**src/rtl/fu_sched_pkg.sv**
```systemverilog
// Shared types for the issue-slot / functional-unit scheduler:
// FU class bit positions, lane numbers, latency encodings and the slot bundle.
package fu_sched_pkg;

  localparam int NUM_FU   = 5;
  localparam int NUM_LANE = 4;
  localparam int RSV_W    = 16;

  // Bit position of each FU class inside a request mask; also the try order.
  typedef enum logic [2:0] {
    FU_ALU = 3'd0,
    FU_BRU = 3'd1,
    FU_LSU = 3'd2,
    FU_MUL = 3'd3,
    FU_DIV = 3'd4
  } fu_class_e;

  // Fixed execution lanes.
  localparam logic [1:0] LANE_0 = 2'd0;  // ALU / BRU
  localparam logic [1:0] LANE_1 = 2'd1;  // ALU / MUL / DIV, shared writeback port
  localparam logic [1:0] LANE_2 = 2'd2;  // LSU
  localparam logic [1:0] LANE_3 = 2'd3;  // ALU

  // Issue-to-writeback latency of a single-cycle op; MUL/DIV are parameters.
  localparam int LAT_ALU = 1;

  // One issue-queue slot as seen by the lane picker.
  typedef struct packed {
    logic              valid;
    logic [NUM_FU-1:0] fu;
  } iss_bundle_t;

  // Reservation bit claimed by a lane1 op of latency lat (bit lat-1).
  function automatic logic [RSV_W-1:0] lat_onehot(input int lat);
    lat_onehot = RSV_W'(1) << (lat - 1);
  endfunction

  // Lane-taken mask contributed by one slot.
  function automatic logic [NUM_LANE-1:0] lane_mask(input logic hit, input logic [1:0] lane);
    lane_mask = hit ? (NUM_LANE'(1) << lane) : '0;
  endfunction

endpackage

```
**src/rtl/fu_sched_lane_alloc.sv**
```systemverilog
// Per-slot lane picker: given the lanes already taken by earlier slots and the
// lane1 writeback / divider state, choose the first feasible FU class and lane.
module lane_alloc
  import fu_sched_pkg::*;
(
  input  logic                en,
  input  iss_bundle_t         slot,
  input  logic [NUM_LANE-1:0] taken,
  input  logic                lsu_ready,
  input  logic                rsv_alu,
  input  logic                rsv_mul,
  input  logic                rsv_div,
  input  logic                div_busy,
  output logic                hit,
  output logic [1:0]          lane,
  output fu_class_e           cls
);

  // Classes are tried low to high; ALU prefers lanes 0, 3, then 1 so lane1
  // stays free for MUL/DIV whenever possible.
  always_comb begin
    hit  = 1'b0;
    lane = '0;
    cls  = FU_ALU;
    if (en && slot.valid) begin
      if (slot.fu[FU_ALU]) begin
        if (!taken[LANE_0]) begin
          hit = 1'b1; lane = LANE_0; cls = FU_ALU;
        end else if (!taken[LANE_3]) begin
          hit = 1'b1; lane = LANE_3; cls = FU_ALU;
        end else if (!taken[LANE_1] && !rsv_alu) begin
          hit = 1'b1; lane = LANE_1; cls = FU_ALU;
        end
      end
      if (!hit && slot.fu[FU_BRU] && !taken[LANE_0]) begin
        hit = 1'b1; lane = LANE_0; cls = FU_BRU;
      end
      if (!hit && slot.fu[FU_LSU] && lsu_ready && !taken[LANE_2]) begin
        hit = 1'b1; lane = LANE_2; cls = FU_LSU;
      end
      if (!hit && slot.fu[FU_MUL] && !taken[LANE_1] && !rsv_mul) begin
        hit = 1'b1; lane = LANE_1; cls = FU_MUL;
      end
      if (!hit && slot.fu[FU_DIV] && !taken[LANE_1] && !rsv_div && !div_busy) begin
        hit = 1'b1; lane = LANE_1; cls = FU_DIV;
      end
    end
  end

endmodule

```
**src/rtl/fu_sched.sv**
```systemverilog
// Issue scheduler: arbitrates iwd ready slots onto four fixed execution lanes,
// tracks lane1 writeback-port reservations and the non-pipelined divider.
module fu_sched
  import fu_sched_pkg::*;
#(
  parameter int iwd     = 4,
  parameter int mul_lat = 3,
  parameter int div_lat = 8
) (
  input  logic                clk,
  input  logic                rst,
  input  logic                redir,
  input  logic [iwd-1:0]      req_valid,
  input  logic [iwd*5-1:0]    req_fu,
  input  logic                lsu_ready,
  output logic [4:0]          fu_ready,
  output logic [iwd-1:0]      grant,
  output logic [iwd*2-1:0]    lane,
  output logic                div_busy
);

  typedef enum logic {DIV_IDLE, DIV_BUSY} div_state_e;

  localparam logic [3:0] DIV_CNT0 = 4'(div_lat - 1);

  logic [RSV_W-1:0]    rsv;
  div_state_e          div_state;
  logic [3:0]          div_cnt;

  logic                issue_en;
  logic [NUM_LANE-1:0] taken_before [iwd];
  logic                pick_hit     [iwd];
  logic [1:0]          pick_lane    [iwd];
  fu_class_e           pick_cls     [iwd];

  logic [RSV_W-1:0]    l1_oh;
  logic                div_go;

  assign issue_en = ~rst & ~redir;

  assign fu_ready = {~div_busy & ~rsv[div_lat-1], ~rsv[mul_lat-1], lsu_ready, 1'b1, 1'b1};

  assign taken_before[0] = '0;

  for (genvar g = 0; g < iwd; g++) begin : g_slot
    iss_bundle_t slot;
    assign slot = '{valid: req_valid[g], fu: req_fu[g*NUM_FU +: NUM_FU]};

    lane_alloc u_alloc (
      .en        (issue_en),
      .slot      (slot),
      .taken     (taken_before[g]),
      .lsu_ready (lsu_ready),
      .rsv_alu   (rsv[LAT_ALU-1]),
      .rsv_mul   (rsv[mul_lat-1]),
      .rsv_div   (rsv[div_lat-1]),
      .div_busy  (div_busy),
      .hit       (pick_hit[g]),
      .lane      (pick_lane[g]),
      .cls       (pick_cls[g])
    );

    assign grant[g]         = pick_hit[g];
    assign lane[g*2 +: 2]   = pick_lane[g];

    if (g < iwd - 1) begin : g_chain
      assign taken_before[g+1] = taken_before[g] | lane_mask(pick_hit[g], pick_lane[g]);
    end
  end

  // Find the single lane1 grant (if any) and the writeback slot it claims.
  always_comb begin
    l1_oh  = '0;
    div_go = 1'b0;
    for (int i = 0; i < iwd; i++) begin
      if (pick_hit[i] && pick_lane[i] == LANE_1) begin
        case (pick_cls[i])
          FU_MUL:  l1_oh = lat_onehot(mul_lat);
          FU_DIV: begin
            l1_oh  = lat_onehot(div_lat);
            div_go = 1'b1;
          end
          default: l1_oh = lat_onehot(LAT_ALU);
        endcase
      end
    end
  end

  // Lane1 writeback reservations advance one cycle; a redirect drops them all.
  always_ff @(posedge clk) begin
    if (rst || redir) begin
      rsv <= '0;
    end else begin
      rsv <= (rsv | l1_oh) >> 1;
    end
  end

  // Divider occupancy: busy for div_lat-1 cycles after each DIV issue.
  always_ff @(posedge clk) begin
    if (rst || redir) begin
      div_state <= DIV_IDLE;
      div_cnt   <= '0;
      div_busy  <= 1'b0;
    end else begin
      case (div_state)
        DIV_IDLE: begin
          if (div_go) begin
            div_state <= DIV_BUSY;
            div_cnt   <= DIV_CNT0;
            div_busy  <= 1'b1;
          end
        end
        DIV_BUSY: begin
          div_cnt <= div_cnt - 4'd1;
          if (div_cnt == 4'd1) begin
            div_state <= DIV_IDLE;
            div_busy  <= 1'b0;
          end
        end
        default: begin
          div_state <= DIV_IDLE;
          div_cnt   <= '0;
          div_busy  <= 1'b0;
        end
      endcase
    end
  end

endmodule
```
**config.mk**
```make
export PLATFORM = sky130hd
export DESIGN_NAME = fu_sched
export DESIGN_NICKNAME = d
export VERILOG_FILES = /design/src/rtl/fu_sched_pkg.sv /design/src/rtl/fu_sched_lane_alloc.sv /design/src/rtl/fu_sched.sv
export SDC_FILE = /design/constraint.sdc
export NUM_CORES = 1
export LEC_CHECK = 0
export ABC_AREA = 1
export CAP_MARGIN = 20
export CORE_ASPECT_RATIO = 1.5
export CORE_UTILIZATION = 60
export CTS_CLUSTER_SIZE = 40
export DETAILED_ROUTE_END_ITERATION = 8
export DONT_BUFFER_PORTS = 1
export PLACE_DENSITY = 0.78
export SKIP_LAST_GASP = 1
export SLEW_MARGIN = 20
export SYNTH_ARGS = -nofsm -noshare
export SYNTH_HDL_FRONTEND = slang
export SYNTH_HIERARCHICAL = 1
export SYNTH_SLANG_ARGS = --single-unit
```
**constraint.sdc**
```tcl
create_clock -name clk -period 6.3 [get_ports clk]
set_input_delay 0.315 -clock clk [delete_from_list [all_inputs] [get_ports clk]]
set_output_delay 0.315 -clock clk [all_outputs]
set_load 0.01 [all_outputs]
```
### After elaboration in Yosys (flattened, before gate mapping)

Index checks and enable logic that the tools add are counted.

* register bits after elaboration: 22
* output and inout bits: 18

* add/sub/neg operators: 1
* equality and inequality tests: 15
* shift-type cells: 3
* muxes and demuxes: 127
* bitwise gates (word level): 11
* reduce and logical (&&, ||, !) cells: 86

Operator list (count)
* $mux W2: 36
* $mux W1: 68
* $mux W16: 4
* $pmux W8 S2: 4
* $logic_and A1 B1 Y1: 55
* $logic_not A1 Y1: 29
* $mux W3: 8
* $mux W4: 4
* $or A16 B16 Y16: 1
* $eq A3 B2 Y1 const B: 4
* $eq A3 B3 Y1 const B: 4
* $shl A1 B2 Y4 const A: 3
* $eq A2 B1 Y1 const B: 4
* $or A4 B4 Y4: 2
* $pmux W4 S2: 1
* $not A1 Y1: 6
* $eq A4 B1 Y1 const B: 1
* $pmux W1 S2: 2
* $sub A4 B1 Y4 const B: 1
* $and A1 B1 Y1: 2
* $ne A2 B1 Y1 const B: 1
* $ne A2 B2 Y1 const B: 1
* $reduce_and A2 Y1: 1
* $logic_or A1 B1 Y1: 1

### Logic depth before layout (Yosys ltp)

* word-level depth: 130
* depth in mapped cells: 46

### Cells and area by module

The synthesis kept the hierarchy.

Modules (own cells, without submodules)
* fu_sched: instances 1, cells an instance 137, area an instance 894.6 um2, seq. area each 260.2 um2
* lane_alloc: instances 4, cells an instance 35, area an instance 172.7 um2, seq. area each 0.0 um2

### Worst setup path after synthesis

Ideal clock, no wire load.

* path kind: input to register
* start point: input req_fu[0]
* end point: register div_cnt[3]
* setup time: 0.120 ns
* arrival time: 4.902 ns
* path slack: 1.279 ns
* cell stages on the path: 33
* cell sequence: o21bai_1 > nand2_2 > nand3_1 > a21oi_1 > inv_1 > nor2_1 > nand3_1 > nand2_2 > nand3_1 > a21oi_1 > inv_1 > nand3_1 > nand2_1 > o21bai_1 > nand2_2 > nand3_2 > nand2_1 > nor2_1 > nor2_1 > o311ai_0 > o21bai_1 > nand2_2 > nand3_2 > nor2_2 > nor2_1 > nor2_1 > nand2_1 > nor2_2 > nand3_1 > nand2_4 > nor2_4 > nand3_1 > a21oi_1

RTL lines
* start: declaration: line fu_sched.sv:14 `input logic [iwd*5-1:0] req_fu,`
* end signal: assignment: line fu_sched.sv:114 `div_cnt <= div_cnt - 4'd1;`
* end: declaration: line fu_sched.sv:28 `logic [3:0] div_cnt;`

==> impl_metrics.json <==
{
  "status": "finished with violations",
  "violations": "design-rule violations",
  "min_from": "rst",
  "drive_gt1_share_pct": 15.6,
  "reg2reg_depth": 38,
  "wl_per_cell_um": 10.8,
  "drc_errors": 1,
  "syn_to_final_growth_pct": 6.39,
  "critical-path-top-delay-family": "simple AND/OR/NAND/NOR gates",
  "maxCapViolCount": 0,
  "die_y_um": 65.0,
  "cp_slowest_cell": "a21oi_1",
  "tritoncts": "done",
  "min_to": "div_cnt[1]$_SDFFE_PN0P_",
  "clock_latency_ps": 270,
  "critPathBufInv": 3,
  "grt_overflow": 0,
  "critPathMostFrequentCell": "nor2_1",
  "setup_viol": 0,
  "crit_type": "flop to flop",
  "fin_crit_ps": 5460,
  "hold_class": "input pin to flop",
  "synth_top_area_cell": "dfxtp_1",
  "r2r_end": "div_cnt[3]$_SDFFE_PN0P_",
  "r2r-start": "div_busy$_SDFFE_PN0P_",
  "crit_fanout": 6,
  "die_area_um2": 2860,
  "grt_pass1_vias": 1470,
  "synth.avg_cell_area_um2": 5.72,
  "antenna_cells": 0,
  "slowest_delay_ps": 400,
  "finalSetupTns_ps": 0,
  "finalCritPeriodShare_pct": 86.7,
  "crit_path_start": "div_busy$_SDFFE_PN0P_",
  "grt_use_total_pct": 25.5,
  "ys_top_cells_by_area": "dfxtp_1 (16%), inv_1 (11%), nand2_1 (11%)",
  "h-tree-depth": 1,
  "slew_headroom_pct": 60.8,
  "synth_top_area_share_pct": 16.4,
  "viasPerCell": 5.31,
  "first_pass_iters": 8,
  "synth-edff-count": 0,
  "arrival_ps": 5630,
  "leakage_nw": 0.753,
  "yosysUniqueCellTypes": 28,
  "drt-total-wl_mm": 3.45,
  "synthCells": 277,
  "cts_buffer_depth": 2,
  "grt_pass1_wl_mm": 5.53,
  "peakVddDrop_v": 0.000104,
  "crit_required_ps": 6460,
  "r2r_setup_slack_ps": 840,
  "place_area_um2": 1660,
  "antenna_found_initial": 0,
  "grt_setup_unrepaired": "false",
  "synth_seq_area_share_pct": 16.4,
  "postCtsHoldBufs": 0,
  "first_iter_violations": 24,
  "ant_nets": 0,
  "cts.clk_slew.worst_paths_ps": 70,
  "die_w_um": 44.0,
  "grt_max_degree": 10,
  "netlist_area_um2": 1590,
  "synth_warnings": 6,
  "async_reset_ff_share_pct": 0,
  "ys_ff_latch": 13,
  "via_count": 1687,
  "fin_util_pct": 68.1,
  "post-cts-setup-buffer-count": 0,
  "clockRootBuffer": "clkbuf_4",
  "start_util_pct": 64.0,
  "holdPathStages": 3,
  "place_hpwl_mm": 2.99,
  "report.final.slew_viol_count": 0,
  "cts.sinks": 13,
  "fin_skew_ps": 2.05,
  "max_clock_freq_mhz": 183,
  "num_io_pins": 46,
  "rows": 22,
  "worst_slew_pin_slew_ps": 587,
  "numPortBuffers": 0,
  "end_kind": "flop",
  "hold_viol_final": 0,
  "cp-start-kind": "flop",
  "gp_congestion": 0.885,
  "design.core.area_um2": 2480,
  "synth_common_cells": "inv_1 (48), nand2_1 (48), nor2_1 (44)",
  "cts_resized": 0,
  "synth_top_flop_cell": "dfxtp_1",
  "stdcell_area_um2": 1690,
  "nNetsFinal": 325,
  "power_density_nw_per_um2": 102,
  "cts_buffers": 3
}
==> through the flow <==
stage                     hold slack, ps  total power [W]  setup slack (ps)  cells
after floorplan                      394         0.000120              1280    291
after global placement               396         0.000125               734    314
after detailed placement             400         0.000125               728    314
after CTS                            185         0.000175               810    318
after global routing                 192         0.000184               259    318
final                                195         0.000172               835    318
==> layer usage <==
metal | wire, um | global-route usage, % | vias to the layer above
met1 | 1300 | 24.9 | 754
met4 | 86 | 11.0 | 0
li1 | - | - | 893
met2 | 1940 | 51.1 | 32
met5 | 0 | 0 | -
met3 | 120 | 2.23 | 8
==> cells by family after synthesis <==
group | count (synthesis) | share of synthesized area, %
adders and majority gates | 2 | 1.58
buffers and inverters | 59 | 14.7
AOI/OAI and AO/OA | 35 | 13.5
DFF | 13 | 16.4
and+or+nand+nor | 165 | 52.8
other | 2 | 0.474
xor gates and xnor gates | 1 | 0.553
==> cells in the final DEF (no fill, tap or decap), types with 2 or more instances in the layout <==
cell / instances
a21oi_1: 19
a31oi_1: 2
buf_4: 2
clkbuf_4: 3
conb_1: 16
dfxtp_1: 13
ha_1: 2
inv_1: 48
inv_2: 7
nand2_1: 48
nand2_2: 10
nand2_4: 2
nand3_1: 29
nand3_2: 10
nand3b_1: 4
nand4_1: 3
nor2_1: 44
nor2_2: 8
nor2_4: 2
nor3_1: 4
o21bai_1: 8
o311ai_0: 2
==> report_power, final <==
group          switching (W)  internal, W
combinational      0.0000277    0.0000136
clock              0.0000243    0.0000246
sequential     0.00000000626    0.0000821
total              0.0000521     0.000120
==> state kept, by name, summed over array words and instances (netlist names) <==
signal and flops:
div_cnt 4, rsv 7, div_state 1, div_busy 1
==> worst max-delay path by stage <==
stage / end / cells past startpoint
after floorplan: div_cnt[3]$_SDFFE_PN0P_ / 33
after global placement: div_cnt[3]$_SDFFE_PN0P_ / 35
after detailed placement: div_cnt[3]$_SDFFE_PN0P_ / 35
after CTS: div_cnt[3]$_SDFFE_PN0P_ / 38
after global routing: div_state$_SDFF_PN0_ / 37
final: div_cnt[3]$_SDFFE_PN0P_ / 38
==> worst register-to-register path: cells and delay by family (launching register included) <==
| kind | cells | cell delay (ps) |
|---|---|---|
| compound gates | 3 | 860 |
| buf+inv | 3 | 250 |
| flops | 1 | 390 |
| simple gates | 32 | 3860 |
==> cell type report <==
class / count / area (um^2)
multi-input combinational: 219 / 1140
timing repair buffer: 2 / 15.0
sequential: 13 / 260
clock buffer: 4 / 26.3
fill: 261 / 791
inverter: 56 / 210
tap: 24 / 30.0
No activity file was read; power rests on OpenSTA's default activity.
